--- config.mk ---
export PLATFORM = sky130hd
export DESIGN_NAME = mul_div_unit
export DESIGN_NICKNAME = d
export VERILOG_FILES = /design/src/rtl/mcu51_pkg.sv /design/src/rtl/mul_div_unit.sv
export SDC_FILE = /design/constraint.sdc
export NUM_CORES = 1
export LEC_CHECK = 0
export BUFFER_PORTS_ARGS = -buffer_cell sky130_fd_sc_hd__buf_2
export CAP_MARGIN = 20
export CORE_ASPECT_RATIO = 1.2
export CORE_MARGIN = 5
export CORE_UTILIZATION = 57
export DETAILED_ROUTE_END_ITERATION = 10
export HOLD_SLACK_MARGIN = 0.02
export PLACE_DENSITY = 0.9
export SLEW_MARGIN = 20
export SYNTH_ARGS = -nofsm -noshare
export SYNTH_HDL_FRONTEND = slang
export SYNTH_SLANG_ARGS = --single-unit
--- constraint.sdc ---
create_clock -name clk -period 4.7 [get_ports clk]
set_input_delay 0.94 -clock clk [delete_from_list [all_inputs] [get_ports clk]]
set_output_delay 0.94 -clock clk [all_outputs]
set_load 0.03 [all_outputs]
--- src/rtl/mcu51_pkg.sv ---
// Shared definitions for the 8051 core: op encodings, FSM states and PSW bit positions.
package mcu51_pkg;

    localparam logic OP_MUL = 1'b0;
    localparam logic OP_DIV = 1'b1;

    typedef enum logic [1:0] {
        IDLE = 2'd0,
        RUN  = 2'd1,
        DONE = 2'd2
    } state_t;

    localparam int PSW_CY = 7;
    localparam int PSW_AC = 6;
    localparam int PSW_OV = 2;
    localparam int PSW_P  = 0;

endpackage

--- src/rtl/mul_div_unit.sv ---
// Multi-cycle MUL AB / DIV AB engine: one shared shift register and adder,
// one iteration per clock, results held until the next completion.
module mul_div_unit
    import mcu51_pkg::*;
#(
    parameter int WIDTH = 8
) (
    input  logic             clk,
    input  logic             rst,
    input  logic             start,
    input  logic             op,
    input  logic [WIDTH-1:0] a_data,
    input  logic [WIDTH-1:0] b_data,
    input  logic [7:0]       psw_in,
    output logic             busy,
    output logic             done,
    output logic [WIDTH-1:0] ans_a,
    output logic [WIDTH-1:0] ans_b,
    output logic [7:0]       psw_out
);

    localparam int CW = (WIDTH > 1) ? $clog2(WIDTH) : 1;

    function automatic logic [7:0] upd_psw(input logic [7:0] psw, input logic ov,
                                           input logic [WIDTH-1:0] res);
        logic [7:0] p;
        p         = psw;
        p[PSW_CY] = 1'b0;
        p[PSW_OV] = ov;
        p[PSW_P]  = ^res;
        return p;
    endfunction

    state_t              state_q, state_d;
    logic [CW-1:0]       cnt_q;
    logic                op_q;
    logic [7:0]          psw_q;
    logic [WIDTH-1:0]    opnd_q;
    logic [2*WIDTH-1:0]  sr_q, sr_nxt;
    logic [WIDTH:0]      x, y, sum;
    logic                cin;
    logic                accept, div0, last;

    assign accept = (state_q == IDLE) && start;
    assign div0   = (op == OP_DIV) && (b_data == '0);
    assign last   = (cnt_q == CW'(WIDTH - 1));
    assign busy   = (state_q != IDLE);
    assign done   = (state_q == DONE);

    always_comb begin
        state_d = state_q;
        unique case (state_q)
            IDLE:    if (start) state_d = div0 ? DONE : RUN;
            RUN:     if (last) state_d = DONE;
            DONE:    state_d = IDLE;
            default: state_d = IDLE;
        endcase
    end

    always_ff @(posedge clk or posedge rst) begin
        if (rst) begin
            state_q <= IDLE;
            cnt_q   <= '0;
        end else begin
            state_q <= state_d;
            if (accept)
                cnt_q <= '0;
            else if (state_q == RUN)
                cnt_q <= cnt_q + 1'b1;
        end
    end

    // DIV: trial-subtract via add of the complement; bit WIDTH of sum is the sign
    always_comb begin
        if (op_q == OP_DIV) begin
            x   = {sr_q[2*WIDTH-1:WIDTH], sr_q[WIDTH-1]};
            y   = ~{1'b0, opnd_q};
            cin = 1'b1;
        end else begin
            x   = {1'b0, sr_q[2*WIDTH-1:WIDTH]};
            y   = sr_q[0] ? {1'b0, opnd_q} : '0;
            cin = 1'b0;
        end
        sum = x + y + {{WIDTH{1'b0}}, cin};
        if (op_q == OP_DIV) begin
            if (!sum[WIDTH])
                sr_nxt = {sum[WIDTH-1:0], sr_q[WIDTH-2:0], 1'b1};
            else
                sr_nxt = {x[WIDTH-1:0], sr_q[WIDTH-2:0], 1'b0};
        end else begin
            sr_nxt = {sum, sr_q[WIDTH-1:1]};
        end
    end

    always_ff @(posedge clk) begin
        if (accept) begin
            op_q  <= op;
            psw_q <= psw_in;
            if (op == OP_DIV) begin
                sr_q   <= {{WIDTH{1'b0}}, a_data};
                opnd_q <= b_data;
            end else begin
                sr_q   <= {{WIDTH{1'b0}}, b_data};
                opnd_q <= a_data;
            end
        end else if (state_q == RUN) begin
            sr_q <= sr_nxt;
        end
    end

    always_ff @(posedge clk or posedge rst) begin
        if (rst) begin
            ans_a   <= '0;
            ans_b   <= '0;
            psw_out <= '0;
        end else if (accept && div0) begin
            ans_a   <= a_data;
            ans_b   <= '0;
            psw_out <= upd_psw(psw_in, 1'b1, a_data);
        end else if ((state_q == RUN) && last) begin
            ans_a   <= sr_nxt[WIDTH-1:0];
            ans_b   <= sr_nxt[2*WIDTH-1:WIDTH];
            psw_out <= upd_psw(psw_q,
                               (op_q == OP_MUL) && (sr_nxt[2*WIDTH-1:WIDTH] != '0),
                               sr_nxt[WIDTH-1:0]);
        end
    end

endmodule

* Yosys cells after proc, flatten, opt, wreduce, memory -nomap -nowiden
Index checks and enable logic that the tools add are counted.
** Storage, ports and cells
- Memory bits (read-only) :: 0
- Memories :: 0
- Bits in writable memories :: 0
- Bits in latches :: 0
- Bits in registers :: 61
- Input port bits :: 28
** Operators by class
- Add/subtract/negate cells :: 3
- Equality and inequality tests :: 5
- $lt $le $gt $ge :: 0
- Mux-type cells :: 22
- Shift operators :: 0
- Bitwise logic cells :: 2
- Multipliers :: 0
- Reduce and logical (&&, ||, !) cells :: 14
- Divide/modulo/power cells :: 0
** Operators with widths (count)
- two-way mux 8 bit :: 9
- two-way mux 16 bit :: 4
- two-way mux 9 bit :: 2
- XOR reduction 8 bit :: 2
- adder 9 x 1 -> 9 bit :: 1
- adder 9 bit :: 1
- inverter 8 -> 9 bit :: 1
- zero test 8 bit :: 1
- nonzero test 8 bit :: 1
- two-way mux 2 bit :: 3
- two-way mux 3 bit :: 2
- nonzero test 2 bit :: 3
- logical AND 1 bit :: 5
- inequality test 2 bit (second input constant) :: 2
- one-hot mux 2 bit (2 select lines) :: 1
- adder 3 x 1 -> 3 bit (second input constant) :: 1
- == test 3 bit (second input constant) :: 1
- == test 2 x 1 -> 1 bit (second input constant) :: 1
- == test 2 bit (second input constant) :: 1
- zero test 2 bit :: 1
- AND reduction 2 bit :: 1
- two-way mux 1 bit :: 1
- inverter 1 bit :: 1

* Logic depth before layout (Yosys ltp)
- Depth after elaboration :: 10
- Depth in mapped cells :: 16
- Depth with buffers taken out :: 12

* Worst setup path before layout
OpenSTA, ideal clock, no wires.
- Kind :: flip-flop to flip-flop
- From :: reg op_q
- To :: reg sr_q[15] (data pin)
- Period minus slack after synthesis :: 4010 ps
- Library setup time :: 273 ps
- Arrival :: 3737 ps
- Required time :: 4427 ps
- Cell stages (with the launch flop) :: 16
- Slack :: 690 ps
- Buffers on the path :: 5
- Path through :: edfxtp_1 -> buf_2 -> clkbuf_1 -> clkbuf_1 -> buf_2 -> mux2i_1 -> fa_1 -> inv_1 -> fa_1 -> a211oi_2 -> nor4_4 -> or2_1 -> buf_2 -> or4b_1 -> nand4_1 -> nor3_1
** On the way
- Word-level cells in the longest chain between the ends :: 7
- Elaborated cells on any way between the ends :: 9
- Classes of those cells :: add/sub: 2; mux: 7
** Ends and longest elaborated chain
- start: declaration :: RTL line mul_div_unit.sv:36 : logic op_q;
- start signal: assignment :: RTL line mul_div_unit.sv:97 : op_q <= op;
- two-way mux 9 bit :: RTL line mul_div_unit.sv:75 : if (op_q == OP_DIV) begin
- adder 9 bit :: RTL line mul_div_unit.sv:84 : sum = x + y + {{WIDTH{1'b0}}, cin};
- adder 9 x 1 -> 9 bit :: RTL line mul_div_unit.sv:84
- two-way mux 16 bit :: RTL line mul_div_unit.sv:86 : if (!sum[WIDTH])
- two-way mux 16 bit (*) :: RTL line mul_div_unit.sv:85 : if (op_q == OP_DIV) begin
- two-way mux 16 bit (*) :: RTL line mul_div_unit.sv:106 : end else if (state_q == RUN) begin
- two-way mux 16 bit (*) :: RTL line mul_div_unit.sv:96 : if (accept) begin
- end signal: assignment :: RTL line mul_div_unit.sv:100 : sr_q <= {{WIDTH{1'b0}}, a_data};
- end signal: assignment :: RTL line mul_div_unit.sv:103 : sr_q <= {{WIDTH{1'b0}}, b_data};
- end signal: assignment :: RTL line mul_div_unit.sv:107 : sr_q <= sr_nxt;
- end: declaration :: RTL line mul_div_unit.sv:39 : logic [2*WIDTH-1:0] sr_q, sr_nxt;
Every way passes the cells marked *; elsewhere a longest branch is shown, timed or not. The select of a mux whose other input is x is not followed.
A chain may end at the register's enable or synchronous reset.

* Final worst setup path
- From :: reg op_q
- To :: reg psw_out[2]
** On the way
- Word-level cells in the longest chain between the ends :: 9
- Elaborated cells on any way between the ends :: 12
- Classes of those cells :: add/sub: 2; mux: 7; bitwise: 1; reduce/logical: 2
** Ends and longest elaborated chain
- two-way mux 9 bit :: RTL line mul_div_unit.sv:75
- adder 9 bit :: RTL line mul_div_unit.sv:84
- adder 9 x 1 -> 9 bit :: RTL line mul_div_unit.sv:84
- two-way mux 16 bit :: RTL line mul_div_unit.sv:86
- two-way mux 16 bit :: RTL line mul_div_unit.sv:85
- nonzero test 8 bit :: RTL line mul_div_unit.sv:124 : (op_q == OP_MUL) && (sr_nxt[2*WIDTH-1:WIDTH] != '0),
- logical AND 1 bit (*) :: RTL line mul_div_unit.sv:124
- two-way mux 8 bit (*) :: RTL line mul_div_unit.sv:120 : end else if ((state_q == RUN) && last) begin
- two-way mux 8 bit (*) :: RTL line mul_div_unit.sv:116 : end else if (accept && div0) begin
- end signal: assignment :: RTL line mul_div_unit.sv:119 : psw_out <= upd_psw(psw_in, 1'b1, a_data);
- end signal: assignment :: RTL line mul_div_unit.sv:123 : psw_out <= upd_psw(psw_q,
- end: declaration :: RTL line mul_div_unit.sv:19 : output logic [7:0] psw_out
Marked as above.

==> results.md <==
Status:
- The flow ran to the end, and the final reports show no timing, DRC or antenna violations.

Timing:
- The number of max-slew violations in the final report was 0.
- The final period demand of the worst path is 3.93 ns.
- The final setup violation count is 0.
- Adding up every negative setup slack in the final design gives 0 ns.
- The fmax is between 0.2 and 0.3 GHz.
- The ratio of final minimum period to clock period is between 80 and 90%.
- The count of final hold-check violations is 0.
- The worst-case setup margin in the final layout is around 0.77 ns.
- Across the routed clock network, the largest skew measured is roughly 0.014 ns.
- Setup repair after global routing left no endpoint under its margin.
- The slew at the pin with the worst max-slew slack is 0.712 ns.
- The worst pin sits at a relative slew slack of a little over half.

Detailed routing:
- The detailed router finished its first iteration with 256 violations.
- The detailed router placed between 2000 and 3000 vias in this run.
- After detailed routing, the number of vias per cell comes to around 6.1.
- Wires add up to about 9000 um.
- The first detailed-routing pass took 5 iterations.
- The per-cell routed wire length is around 18 um.
- The count of unresolved DRC violations after routing is 0.
- In this run the remaining antenna-violating nets after routing total 0.

Cells and area:
- The count of cells in the finished layout, fillers not included, comes to around 470.
- Cells with a size suffix above 1 make up 23.2% of the layout.
- The layout has around 420 filler cells.
- Summing all multi-input logic gate instances after layout gives 1770 um^2.
- The area occupied by registers is 1600 um^2.
- The layout overhead on the synthesized area is 15.4%.
- The diode insertion count for antenna repair is 0.
- After the last flow step, the layout net total stands at approximately 430.

Synth:
- The area share of the largest cell type after synthesis is between 20% and 30%.
- The count of yosys warnings during synthesis is 0.
- The combined area of all synthesized cells is 3490 um^2.
- Yosys mapped a number of flops with a built-in enable equal to 30.
- The largest total area in the synthesized netlist belongs to edfxtp_1.
- The mean cell area of the mapped netlist is about 10 um^2.
- Ranked by instance count, the synthesized netlist is headed by nand2_1 (33), edfxtp_1 (30), nor2_1 (30).
- The share of the Yosys chip area taken by registers is between 40 and 50%.
- For this run, the leading register cell type out of synthesis is edfxtp_1.
- The synthesized netlist contains between 50 and 60 unique library cells.
- Synthesis produced a netlist with a net count of between 300 and 400.
- For this run, asynchronously set or reset flops after synthesis account for around half.
- The library cell with the highest instance count after synthesis is nand2_1.
- The synthesized instance count is between 300 and 400.
- After synthesis the netlist holds a flip-flop and latch count of 58.
- Yosys attributes the largest share of cell area to edfxtp_1 (26%), dfrtp_1 (20%), mux2_2 (5.5%).

Power:
- The sequential cell fraction of total power is between 20 and 30%.
- The switching power of the nets is around 1500 uW.
- The share of total power dissipated in combinational logic is between 50% and 60%.
- The switching power share of the total is around 44%.
- The internal power is 1820 uW.
- The analysis attributes to cell leakage a power of 0.00172 uW.
- The clock network accounts for 16.1% of the total power.
- In this run the power density over the cells is 814 nW/um^2.
- The worst voltage drop across the vdd grid is 483 uV.
- The total power is between 3000 and 4000 uW.

Global routing:
- The overall routing resource usage is 24.3%.
- The number of global-route vias before repair is 2908.
- Entering global routing, the biggest net connects 29 pins.
- The global route total overflow is 0.
- The first-pass GRT wire length is ~14000 um.
- The number of antenna violations at the first check in global routing is 0.

Placement:
- The detailed placer's ending HPWL is about 6200 um.
- The final weighted congestion in routability-driven placement is ~0.86.
- The count of input and output buffers is 49.
- OpenSTA, run right after detailed placement, puts the worst setup slack at 0.914 ns.
- The placed instance count is 458.

Clock network:
- The number of post-CTS setup repair buffers is 0.
- The clock edge transition at the registers on the reported setup and hold paths is roughly 0.070 ns.
- Gates resized during post-CTS repair numbered 0.
- For this design, the sink count on the clock tree is 58.
- The H-tree generated during clock tree synthesis spans 3 levels.
- The clock tree root driver cell is clkbuf_8.
- TritonCTS created 9 clock buffers.
- In this run, post-CTS hold repair placed 0 buffers.
- At the later pin of the worst-skew pair, clock insertion delay measures around 0.34 ns.
- The clock passes through at most 2 buffers.
- TritonCTS built the clock tree.

Die:
- The floorplan step set the die height to 95.7 um.
- The chip width is roughly 81 um.
- The placement row count is 31.
- The placeable core region is about 6000 um^2.
- The initial core utilization is 58.0%.
- The number of primary I/O pins is 54.
- The die outline area is just under 8000 um^2.

Min path:
- In this run the worst hold path is classified as register to register.
- The hold path depth is 2.

Setup path:
- In this run the worst path has a maximum fanout of 21.
- Data arrives at the worst endpoint at 4.16 ns.
- The worst setup path is launched from a register.
- The cell depth of the worst flop-to-flop path is 12.
- The worst setup path is captured at a register.
- The critical path start-end classification is register to register.
- The data required time of the worst path is approximately 4.9 ns.

Run:
- Max-cap violations in this run came to 0.
-- metrics by stage --
stage / area [um^2] / hold slack, ns / util, %
2_1_floorplan: 3490 / 0.450 / -
3_3_place_gp: 3790 / 0.455 / 63.0
3_5_place_dp: 3790 / 0.464 / 63.0
4_1_cts: 4020 / 0.482 / 66.9
5_1_grt: 4020 / 0.516 / 66.9
6_report: 4020 / 0.476 / 66.9
-- worst max-delay path, cell delays in order (launching register included) --
cell and delay, ns:
edfxtp_1 0.69, nor2b_1 0.50, mux2i_1 0.18, fa_1 0.47
inv_1 0.09, fa_1 0.22, a211oi_2 0.12, nor4_4 0.30
or2_1 0.29, a21oi_1 0.09, nor3_1 0.36, o2111ai_1 0.19
o31a_1 0.30
-- final timing paths --
path                             from          to  slack (ns)
hold / removal             psw_out[6]  psw_out[6]        0.48
min in group asynchronous         rst    ans_a[7]        0.66
setup / recovery                 op_q  psw_out[2]        0.77
hold reg to reg            psw_out[6]  psw_out[6]        0.48
max in group asynchronous         rst    ans_a[1]        3.66
setup reg to reg                 op_q  psw_out[2]        0.77
-- registers in the layout, indices dropped and copies added, names as in the netlist --
name / count
psw_out: 7
sr_q: 16
op_q: 1
cnt_q: 3
opnd_q: 8
ans_a: 8
ans_b: 8
state_q: 2
psw_q: 5
-- cell families after synthesis --
logic type	count (synthesis)	synth area share, %
xor+xnor	21	5.81
flops	58	45.9
compound gates	81	15.3
buf+inv	29	3.34
simple gates	107	15.2
fa+ha+maj	11	4.38
mux	32	9.94
other cells	1	0.108
-- power by group through the flow --
stage	registers [uW]	logic, uW	clock network, uW
after floorplan	1080	1180	0
after global placement	939	1680	0
after detailed placement	949	1760	0
after CTS	944	1780	529
after global routing	971	1940	553
final	950	1800	527
-- layer usage --
metal / global-route usage, % / part of all wire, % / wire, um
met5: 0 / 0 / 0
met4: 10.8 / 3.2 / 282
met3: 5.67 / 6.6 / 579
met2: 42.8 / 53 / 4640
met1: 27.6 / 37 / 3250
-- cells in the final DEF, fill, tap and decap left out, types with 8 or more instances in the layout --
cell,n
a211oi_1,8
dfrtp_1,28
edfxtp_1,30
ha_1,9
xnor2_1,12
clkbuf_8,10
nor2_1,30
xor2_1,8
inv_1,10
nand2_1,33
mux2_2,17
a21oi_1,16
nor2b_1,12
o21ai_0,22
buf_2,49
mux2i_1,14
-- area by class of cell --
cell class | instances | area share [%]
Tap cell | 82 | 2.55
Sequential cell | 58 | 39.8
Clock inverter | 2 | 0.964
Clock buffer | 14 | 4.85
Multi-Input combinational cell | 253 | 44.0
Timing Repair Buffer | 52 | 6.65
Inverter | 13 | 1.21
(Power assumes the default switching activity.)
